## src/rtl/gumnut_alu_wb_if.sv

```systemverilog
// Signal bundle between the Gumnut ALU/decoder side, the register-file write port and
// the interrupt controller; the writeback stage uses the slave modport.
interface gumnut_alu_wb_if #(
  parameter int DATA_W    = 8,
  parameter int RF_ADDR_W = 3
);
  // Handshake: a transfer happens on a rising edge where alu_valid_i & alu_ready_o;
  // alu_ready_o never depends on alu_valid_i, and the ALU fields are only sampled on a transfer.
  logic                 alu_valid_i;
  logic                 alu_ready_o;
  logic [DATA_W-1:0]    res_i;
  logic                 carry_i;
  logic                 zero_i;
  logic                 ovf_i;
  logic                 nf_i;
  logic [RF_ADDR_W-1:0] rd_i;
  logic                 wb_en_i;
  logic                 upd_flags_i;
  logic                 wb_stall_i;
  logic                 int_enter_i;
  logic                 reti_i;
  logic                 rf_we_o;
  logic [RF_ADDR_W-1:0] rf_waddr_o;
  logic [DATA_W-1:0]    rf_wdata_o;
  logic                 z_o;
  logic                 c_o;
  logic                 v_o;
  logic                 n_o;
  logic                 int_active_o;
  logic                 int_err_o;
  logic                 dbg_buf_full_o;

  modport slave (
    input  alu_valid_i, res_i, carry_i, zero_i, ovf_i, nf_i, rd_i, wb_en_i,
           upd_flags_i, wb_stall_i, int_enter_i, reti_i,
    output alu_ready_o, rf_we_o, rf_waddr_o, rf_wdata_o, z_o, c_o, v_o, n_o,
           int_active_o, int_err_o, dbg_buf_full_o
  );

  modport master (
    output alu_valid_i, res_i, carry_i, zero_i, ovf_i, nf_i, rd_i, wb_en_i,
           upd_flags_i, wb_stall_i, int_enter_i, reti_i,
    input  alu_ready_o, rf_we_o, rf_waddr_o, rf_wdata_o, z_o, c_o, v_o, n_o,
           int_active_o, int_err_o, dbg_buf_full_o
  );
endinterface

```

## src/rtl/gumnut_alu_wb.sv

```systemverilog
// Gumnut execute-to-writeback stage: 1-entry register-file write buffer, architectural
// Z/C/V/N condition codes, and Z/C save/restore across interrupt entry and reti.
module gumnut_alu_wb #(
  parameter int DATA_W    = 8,
  parameter int RF_ADDR_W = 3
) (
  input logic            clk_i,
  input logic            rst_ni,
  gumnut_alu_wb_if.slave bus
);

  typedef enum logic {BUF_EMPTY = 1'b0, BUF_FULL = 1'b1} buf_state_t;
  typedef enum logic {INT_NORMAL = 1'b0, INT_IN = 1'b1} int_state_t;

  buf_state_t           r_buf_state, w_buf_next;
  int_state_t           r_int_state, w_int_next;
  logic [RF_ADDR_W-1:0] r_waddr;
  logic [DATA_W-1:0]    r_wdata;
  logic                 r_z, r_c, r_v, r_n;
  logic                 r_sz, r_sc;
  logic                 r_int_err;

  logic w_xfer, w_load, w_upd;
  logic w_z_upd, w_c_upd, w_v_upd, w_n_upd;
  logic w_do_enter, w_do_reti, w_err;

  assign bus.alu_ready_o = (r_buf_state == BUF_EMPTY) | ~bus.wb_stall_i;
  assign w_xfer          = bus.alu_valid_i & bus.alu_ready_o;
  // r0 is hardwired zero, so writes to it never occupy the buffer.
  assign w_load          = w_xfer & bus.wb_en_i & (bus.rd_i != '0);
  assign w_upd           = w_xfer & bus.upd_flags_i;

  assign w_z_upd = w_upd ? bus.zero_i  : r_z;
  assign w_c_upd = w_upd ? bus.carry_i : r_c;
  assign w_v_upd = w_upd ? bus.ovf_i   : r_v;
  assign w_n_upd = w_upd ? bus.nf_i    : r_n;

  // A simultaneous int_enter/reti pair is always illegal; only the reti half is honoured.
  assign w_do_reti  = bus.reti_i & (r_int_state == INT_IN);
  assign w_do_enter = bus.int_enter_i & ~bus.reti_i & (r_int_state == INT_NORMAL);
  assign w_err      = (bus.int_enter_i & bus.reti_i)
                    | (bus.int_enter_i & (r_int_state == INT_IN))
                    | (bus.reti_i & (r_int_state == INT_NORMAL));

  always_comb begin
    w_buf_next = r_buf_state;
    w_int_next = r_int_state;
    case (r_buf_state)
      BUF_EMPTY: if (w_load) w_buf_next = BUF_FULL;
      BUF_FULL:  if (~bus.wb_stall_i && ~w_load) w_buf_next = BUF_EMPTY;
      default:   w_buf_next = BUF_EMPTY;
    endcase
    case (r_int_state)
      INT_NORMAL: if (w_do_enter) w_int_next = INT_IN;
      INT_IN:     if (w_do_reti) w_int_next = INT_NORMAL;
      default:    w_int_next = INT_NORMAL;
    endcase
  end

  always_ff @(posedge clk_i) begin
    if (!rst_ni) begin
      r_buf_state <= BUF_EMPTY;
      r_int_state <= INT_NORMAL;
      r_waddr     <= '0;
      r_wdata     <= '0;
      r_z         <= 1'b0;
      r_c         <= 1'b0;
      r_v         <= 1'b0;
      r_n         <= 1'b0;
      r_sz        <= 1'b0;
      r_sc        <= 1'b0;
      r_int_err   <= 1'b0;
    end else begin
      r_buf_state <= w_buf_next;
      r_int_state <= w_int_next;
      if (w_load) begin
        r_waddr <= bus.rd_i;
        r_wdata <= bus.res_i;
      end
      r_v <= w_v_upd;
      r_n <= w_n_upd;
      // Restore beats a same-cycle update for Z/C; entry saves the post-update Z/C.
      if (w_do_reti) begin
        r_z <= r_sz;
        r_c <= r_sc;
      end else begin
        r_z <= w_z_upd;
        r_c <= w_c_upd;
      end
      if (w_do_enter) begin
        r_sz <= w_z_upd;
        r_sc <= w_c_upd;
      end
      r_int_err <= w_err;
    end
  end

  assign bus.rf_we_o        = (r_buf_state == BUF_FULL) & ~bus.wb_stall_i;
  assign bus.rf_waddr_o     = r_waddr;
  assign bus.rf_wdata_o     = r_wdata;
  assign bus.z_o            = r_z;
  assign bus.c_o            = r_c;
  assign bus.v_o            = r_v;
  assign bus.n_o            = r_n;
  assign bus.int_active_o   = (r_int_state == INT_IN);
  assign bus.int_err_o      = r_int_err;
  assign bus.dbg_buf_full_o = (r_buf_state == BUF_FULL);

endmodule
```

## src/flat_wrapper.sv

```systemverilog
// flat-port wrapper written by rule: the top's interface ports become plain ports
module gumnut_alu_wb_flat 
#(
  parameter int DATA_W    = 8,
  parameter int RF_ADDR_W = 3
)
  (clk_i, rst_ni, bus_alu_valid_i, bus_res_i, bus_carry_i, bus_zero_i, bus_ovf_i, bus_nf_i, bus_rd_i, bus_wb_en_i, bus_upd_flags_i, bus_wb_stall_i, bus_int_enter_i, bus_reti_i, bus_alu_ready_o, bus_rf_we_o, bus_rf_waddr_o, bus_rf_wdata_o, bus_z_o, bus_c_o, bus_v_o, bus_n_o, bus_int_active_o, bus_int_err_o, bus_dbg_buf_full_o);
  gumnut_alu_wb_if #(.DATA_W(DATA_W), .RF_ADDR_W(RF_ADDR_W)) bus_i ();
  input logic clk_i;
  input logic rst_ni;
  input wire logic [$bits(bus_i.alu_valid_i)-1:0] bus_alu_valid_i;
  input wire logic [$bits(bus_i.res_i)-1:0] bus_res_i;
  input wire logic [$bits(bus_i.carry_i)-1:0] bus_carry_i;
  input wire logic [$bits(bus_i.zero_i)-1:0] bus_zero_i;
  input wire logic [$bits(bus_i.ovf_i)-1:0] bus_ovf_i;
  input wire logic [$bits(bus_i.nf_i)-1:0] bus_nf_i;
  input wire logic [$bits(bus_i.rd_i)-1:0] bus_rd_i;
  input wire logic [$bits(bus_i.wb_en_i)-1:0] bus_wb_en_i;
  input wire logic [$bits(bus_i.upd_flags_i)-1:0] bus_upd_flags_i;
  input wire logic [$bits(bus_i.wb_stall_i)-1:0] bus_wb_stall_i;
  input wire logic [$bits(bus_i.int_enter_i)-1:0] bus_int_enter_i;
  input wire logic [$bits(bus_i.reti_i)-1:0] bus_reti_i;
  output wire logic [$bits(bus_i.alu_ready_o)-1:0] bus_alu_ready_o;
  output wire logic [$bits(bus_i.rf_we_o)-1:0] bus_rf_we_o;
  output wire logic [$bits(bus_i.rf_waddr_o)-1:0] bus_rf_waddr_o;
  output wire logic [$bits(bus_i.rf_wdata_o)-1:0] bus_rf_wdata_o;
  output wire logic [$bits(bus_i.z_o)-1:0] bus_z_o;
  output wire logic [$bits(bus_i.c_o)-1:0] bus_c_o;
  output wire logic [$bits(bus_i.v_o)-1:0] bus_v_o;
  output wire logic [$bits(bus_i.n_o)-1:0] bus_n_o;
  output wire logic [$bits(bus_i.int_active_o)-1:0] bus_int_active_o;
  output wire logic [$bits(bus_i.int_err_o)-1:0] bus_int_err_o;
  output wire logic [$bits(bus_i.dbg_buf_full_o)-1:0] bus_dbg_buf_full_o;
  assign bus_i.alu_valid_i = bus_alu_valid_i;
  assign bus_i.res_i = bus_res_i;
  assign bus_i.carry_i = bus_carry_i;
  assign bus_i.zero_i = bus_zero_i;
  assign bus_i.ovf_i = bus_ovf_i;
  assign bus_i.nf_i = bus_nf_i;
  assign bus_i.rd_i = bus_rd_i;
  assign bus_i.wb_en_i = bus_wb_en_i;
  assign bus_i.upd_flags_i = bus_upd_flags_i;
  assign bus_i.wb_stall_i = bus_wb_stall_i;
  assign bus_i.int_enter_i = bus_int_enter_i;
  assign bus_i.reti_i = bus_reti_i;
  assign bus_alu_ready_o = bus_i.alu_ready_o;
  assign bus_rf_we_o = bus_i.rf_we_o;
  assign bus_rf_waddr_o = bus_i.rf_waddr_o;
  assign bus_rf_wdata_o = bus_i.rf_wdata_o;
  assign bus_z_o = bus_i.z_o;
  assign bus_c_o = bus_i.c_o;
  assign bus_v_o = bus_i.v_o;
  assign bus_n_o = bus_i.n_o;
  assign bus_int_active_o = bus_i.int_active_o;
  assign bus_int_err_o = bus_i.int_err_o;
  assign bus_dbg_buf_full_o = bus_i.dbg_buf_full_o;
  gumnut_alu_wb #(.DATA_W(DATA_W), .RF_ADDR_W(RF_ADDR_W)) u_core (.clk_i(clk_i), .rst_ni(rst_ni), .bus(bus_i));
endmodule
```

## config.mk

```make
export PLATFORM = sky130hd
export DESIGN_NAME = gumnut_alu_wb_flat
export DESIGN_NICKNAME = d
export VERILOG_FILES = /design/src/rtl/gumnut_alu_wb_if.sv /design/src/rtl/gumnut_alu_wb.sv /design/src/flat_wrapper.sv
export SDC_FILE = /design/constraint.sdc
export NUM_CORES = 1
export LEC_CHECK = 0
export CAP_MARGIN = 10
export CORE_MARGIN = 2
export CORE_UTILIZATION = 27
export CTS_CLUSTER_SIZE = 16
export DETAILED_ROUTE_END_ITERATION = 12
export GPL_ROUTABILITY_DRIVEN = 0
export PLACE_DENSITY = 0.69
export SLEW_MARGIN = 20
export SYNTH_ARGS = -nofsm -noshare
export SYNTH_HDL_FRONTEND = slang
export SYNTH_SLANG_ARGS = --single-unit
```

## constraint.sdc

```tcl
create_clock -name clk_i -period 1.35 [get_ports clk_i]
set_clock_uncertainty 0.15 [all_clocks]
set_input_delay 0.3375 -clock clk_i [delete_from_list [all_inputs] [get_ports clk_i]]
set_output_delay 0.3375 -clock clk_i [all_outputs]
set_load 0.02 [all_outputs]
```

======== After elaboration in Yosys (flattened, before gate mapping) ========
Index checks and enable logic that the tools add are counted.
storage, ports and cells
  register bits ........................... 20
  bits in latches ......................... 0
  memory bits (writable) .................. 0
  memory bits (read-only) ................. 0
  input port bits ......................... 23
  output and inout bits ................... 20
  logic and storage cells ................. 42
  memories kept ........................... 0
operators by class
  add/sub/neg operators ................... 0
  multiply operators ...................... 0
  divide/modulo/power cells ............... 0
  order comparisons ....................... 0
  eq/ne operators ......................... 0
  shift-type cells ........................ 0
  multiplexer cells ....................... 10
  bitwise logic cells ..................... 19
  reduce and logical (&&, ||, !) cells .... 2
operators with widths
  kind               number
  $and 1x1->1        11
  $mux 1             8
  $not 1->1          5
  $pmux 1 s2         2
  $or 1x1->1         3
  $reduce_bool 3->1  1
  $logic_and 1x1->1  1

======== Logic depth before layout (Yosys ltp) ========
  depth in word-level cells ............... 9
  gate-level depth with buffers ........... 4
  depth with buffers taken out ............ 4

======== Least setup slack after synthesis ========
No wires, ideal clock.
  kind .................................... register -> register
  from .................................... register u_core.r_buf_state, in the netlist u_core.bus.dbg_buf_full_o
  to ...................................... register u_core.r_c, in the netlist u_core.bus.c_o
  setup time .............................. 0.126 ns
  data arrival time ....................... 1.044 ns
  required time ........................... 1.074 ns
  path slack .............................. 0.030 ns
  stages on the path, launching flop included .. 5
  path buffers ............................ 0
  period minus slack after synthesis ...... 1.320 ns
  path through ............................ dfxtp_1 > and2_1 > inv_1 > nand4_1 > a31oi_1
on the way
  cells in the longest elaborated chain, start to end .. 6
ends and longest elaborated chain
  item                       line                 source
  start, declared            gumnut_alu_wb.sv:15  buf_state_t r_buf_state, w_buf_next;
  start signal, assigned     gumnut_alu_wb.sv:74  r_buf_state <= w_buf_next;
  $not 1->1                  -
  $or 1x1->1                 gumnut_alu_wb.sv:27  assign bus.alu_ready_o = (r_buf_state == BUF_EMPTY) | ~bus.wb_stall_i;
  named net bus_alu_ready_o  flat_wrapper.sv:23   output wire logic [$bits(bus_i.alu_ready_o)-1:0] bus_alu_ready_o;
  $and 1x1->1                gumnut_alu_wb.sv:28  assign w_xfer = bus.alu_valid_i & bus.alu_ready_o;
  $and 1x1->1                gumnut_alu_wb.sv:31  assign w_upd = w_xfer & bus.upd_flags_i;
  $mux 1                     gumnut_alu_wb.sv:34  assign w_c_upd = w_upd ? bus.carry_i : r_c;
  $mux 1                     gumnut_alu_wb.sv:83  if (w_do_reti) begin
  end signal, assigned       gumnut_alu_wb.sv:85  r_c <= r_sc;
  end signal, assigned       gumnut_alu_wb.sv:88  r_c <= w_c_upd;
  end, declared              gumnut_alu_wb.sv:19  logic r_z, r_c, r_v, r_n;
The timed path passes the listed nets, and every way through them passes these cells.
A chain may end at the register's enable or synchronous reset.

======== Final worst setup path ========
  from .................................... register u_core.r_buf_state, in the netlist u_core.bus.dbg_buf_full_o
  to ...................................... output bus_alu_ready_o
on the way
  cells in the longest elaborated chain, start to end .. 2
ends and longest elaborated chain
  item           line
  $not 1->1      -
  $or 1x1->1     gumnut_alu_wb.sv:27
  end, declared  flat_wrapper.sv:23
Every way passes these cells.

==> impl_metrics.py <==
metrics = {
    "cells_and_area": {
        "insertedDiodeCount": 0,
        "fin_util_pct": 48.62,
        "final_cell_mix": "nand2_1, dfxtp_1, clkdlybuf4s50_1",
        "nFillCells": 285,
        "layout_commonest_cell": "nand2_1",
        "drive_gt1_share_pct": 31.25,
        "nNetsFinal": 168,
        "areaGrowthSynthToFinish_pct": 68.47,
    },
    "timing": {
        "max_freq_mhz": 701.6,
        "layout_min_cycle_time_ps": 1425,
        "fin_crit_sh_pct": 105.6,
        "fin_ws_ps": -75.38,
        "rsz0062_at_grt": "yes",
        "relSlewSlack_pct": 81.63,
        "report.final.hold_viol_count": 0,
        "drv_slew": 0,
        "worst_slew_pin_slew_ps": 274.9,
        "timing.hold.ws_ps": 314.4,
        "finalSetupViolCount": 2,
    },
    "global_route": {
        "grt_pass1_wl_um": 3498,
        "antenna_found_initial": 0,
        "overflow": 0,
        "grt_util_all_layers_pct": 13.18,
        "grt_pass1_vias": 834,
        "grt_max_degree": 32,
    },
    "clock_network": {
        "cts_made_buffers": 3,
        "insertion_delay_ps": 290,
        "clockRootBuffer": "clkbuf_4",
        "cts.clk_slew.worst_paths_ps": 110,
        "ctsHoldBuffers": 0,
        "clockBufferDepth": 2,
        "cts.sinks": 20,
        "h-tree-depth": 1,
        "cts_tree": "done",
    },
    "die": {
        "rows": 19,
        "start_util_pct": 28.86,
        "dieArea_mm2": 0.003452,
        "die_h_um": 58.76,
        "io_pins": 43,
        "fp.coreArea_mm2": 0.002805,
        "die_w_um": 58.76,
    },
    "place": {
        "place_hpwl_um": 1700,
        "io_buffer_count": 42,
    },
    "status": {
        "outcome": "finished, violations left",
        "violations": "design-rule violations, negative setup slack",
    },
    "setup_path": {
        "arrival_ps": 940,
        "critPathLaunchType": "flip-flop",
        "worstSetupEndpointType": "primary output",
        "path_max_fanout": 3,
        "worstSetupPathType": "flip-flop to primary output",
        "required_ps": 860,
    },
    "drt": {
        "num_vias": 842,
        "vias_per_cell": 4.811,
        "first_pass_iters": 8,
        "drtIter0Drc": 14,
        "antenna_left": 0,
        "wl_per_cell_um": 12.57,
        "wl_um": 2199,
        "drc": 1,
    },
    "synthesis": {
        "syn_avg_cell_area_um2": 9.199,
        "synth_warnings": 0,
        "syn_area_um2": 809.5,
        "synth.net_count": 111,
        "ys_ff_latch": 20,
        "ys_seq_area_share_pct": 49.46,
        "ys_types": 16,
        "synth_top_area_share_pct": 49.46,
        "synth.area.top_cells": "dfxtp_1, mux2i_1, nand2_1",
        "yosys.area.top_type": "dfxtp_1",
        "synth_cells": 88,
    },
    "power_and_ir_drop": {
        "ir_drop_mv": 0.6031,
        "leakage_uw": 0.0005943,
        "finalPower_uw": 1255,
        "power.density_mw_per_mm2": 920.3,
    },
    "min_path": {
        "hp-class": "flip-flop to flip-flop",
    },
    "job": {
        "cap_violations": 0,
    },
}
final timing paths:
kind	start	to	slack (ps)	cells after the start
worst min register to register	u_core.bus.rf_wdata_o[3]$_SDFFE_PN0P_	u_core.bus.rf_wdata_o[3]$_SDFFE_PN0P_	310	2
worst max-delay path	u_core.bus.dbg_buf_full_o$_SDFF_PN0_	bus_alu_ready_o	-80	3
worst max register to register	u_core.bus.dbg_buf_full_o$_SDFF_PN0_	u_core.bus.rf_waddr_o[2]$_SDFFE_PN0P_	20	5
worst min-delay path	u_core.bus.rf_wdata_o[3]$_SDFFE_PN0P_	u_core.bus.rf_wdata_o[3]$_SDFFE_PN0P_	310	2
worst max-delay path, cell delays in order (launching register included):
cell	delay, ps
dfxtp_2	350
and2_4	140
inv_2	40
buf_6	120
state kept, by name (all words and copies together) (netlist names):
name / cells
u_core.bus.rf_wdata_o: 8
u_core.bus.rf_waddr_o: 3
u_core.bus.c_o: 1
u_core.bus.dbg_buf_full_o: 1
u_core.bus.int_active_o: 1
u_core.bus.int_err_o: 1
u_core.bus.n_o: 1
u_core.bus.v_o: 1
u_core.bus.z_o: 1
u_core.r_sc: 1
u_core.r_sz: 1
routing by layer:
| metal | part of all wire (%) | wire length, um | global-route usage (%) | vias up |
|---|---|---|---|---|
| met5 | 0 | 0 | 0 | - |
| met4 | 1.0 | 23 | 3.896 | 0 |
| met3 | 4.6 | 101 | 2.637 | 2 |
| met2 | 55 | 1213 | 26.03 | 24 |
| met1 | 39 | 861 | 13.70 | 396 |
| li1 | - | - | - | 420 |
layout make-up:
cell class                      count  area, um2  share of cell area [%]
Timing Repair Buffer               56      476.7                   34.95
Multi-Input combinational cell     63      405.4                   29.72
Sequential cell                    20      402.9                   29.54
Inverter                            1      3.754                  0.2752
Tap cell                           31      38.79                   2.844
Clock buffer                        4      36.28                   2.661
cell families (layout without fill, tap and decap cells):
group / count (synthesis) / after routing / synth area share, %
multiplexers: 12 / 12 / 14.84
AND/OR/NAND/NOR: 35 / 35 / 19.63
AO/OA/AOI/OAI: 16 / 16 / 12.83
buffers and inverters: 5 / 61 / 3.245
flip-flops: 20 / 20 / 49.46
power breakdown:
group          leakage, uW  internal (uW)  switching, uW  total, uW
clock            0.0000210            164            171        335
combinational     0.000409            151            132        283
sequential        0.000165            623           14.1        637
total             0.000594            938            317       1260
synthesized netlist by cell type:
library cell  instances
a31oi_1               4
nor2b_1               2
nand2_1              24
nor2_2                1
dfxtp_1              20
buf_6                 1
and2_1                1
mux2i_1              12
a21boi_0              3
clkbuf_1              3
inv_1                 1
nand4_1               4
o21ai_0               8
nor3b_1               2
o311ai_2              1
nor2_1                1
repair_timing:
action	4_1_cts	5_1_grt
endpoints found under the setup margin	35	18
pin swaps	2	2
resized for setup	96	6
gates cloned	1	0
buffers inserted	1	0
stage by stage:
step	setup TNS (ps)	area, um2	worst slack [ps]	instances
6_report	-124.3	1364	-75.38	175
5_1_grt	-364.9	1364	-141.4	175
4_1_cts	-183.0	1358	-99.26	175
3_5_place_dp	-9488	1361	-736.4	169
3_3_place_gp	-8819	1361	-712.4	169
2_1_floorplan	0	809.5	30.05	88
No activity file was read; power rests on OpenSTA's default activity.
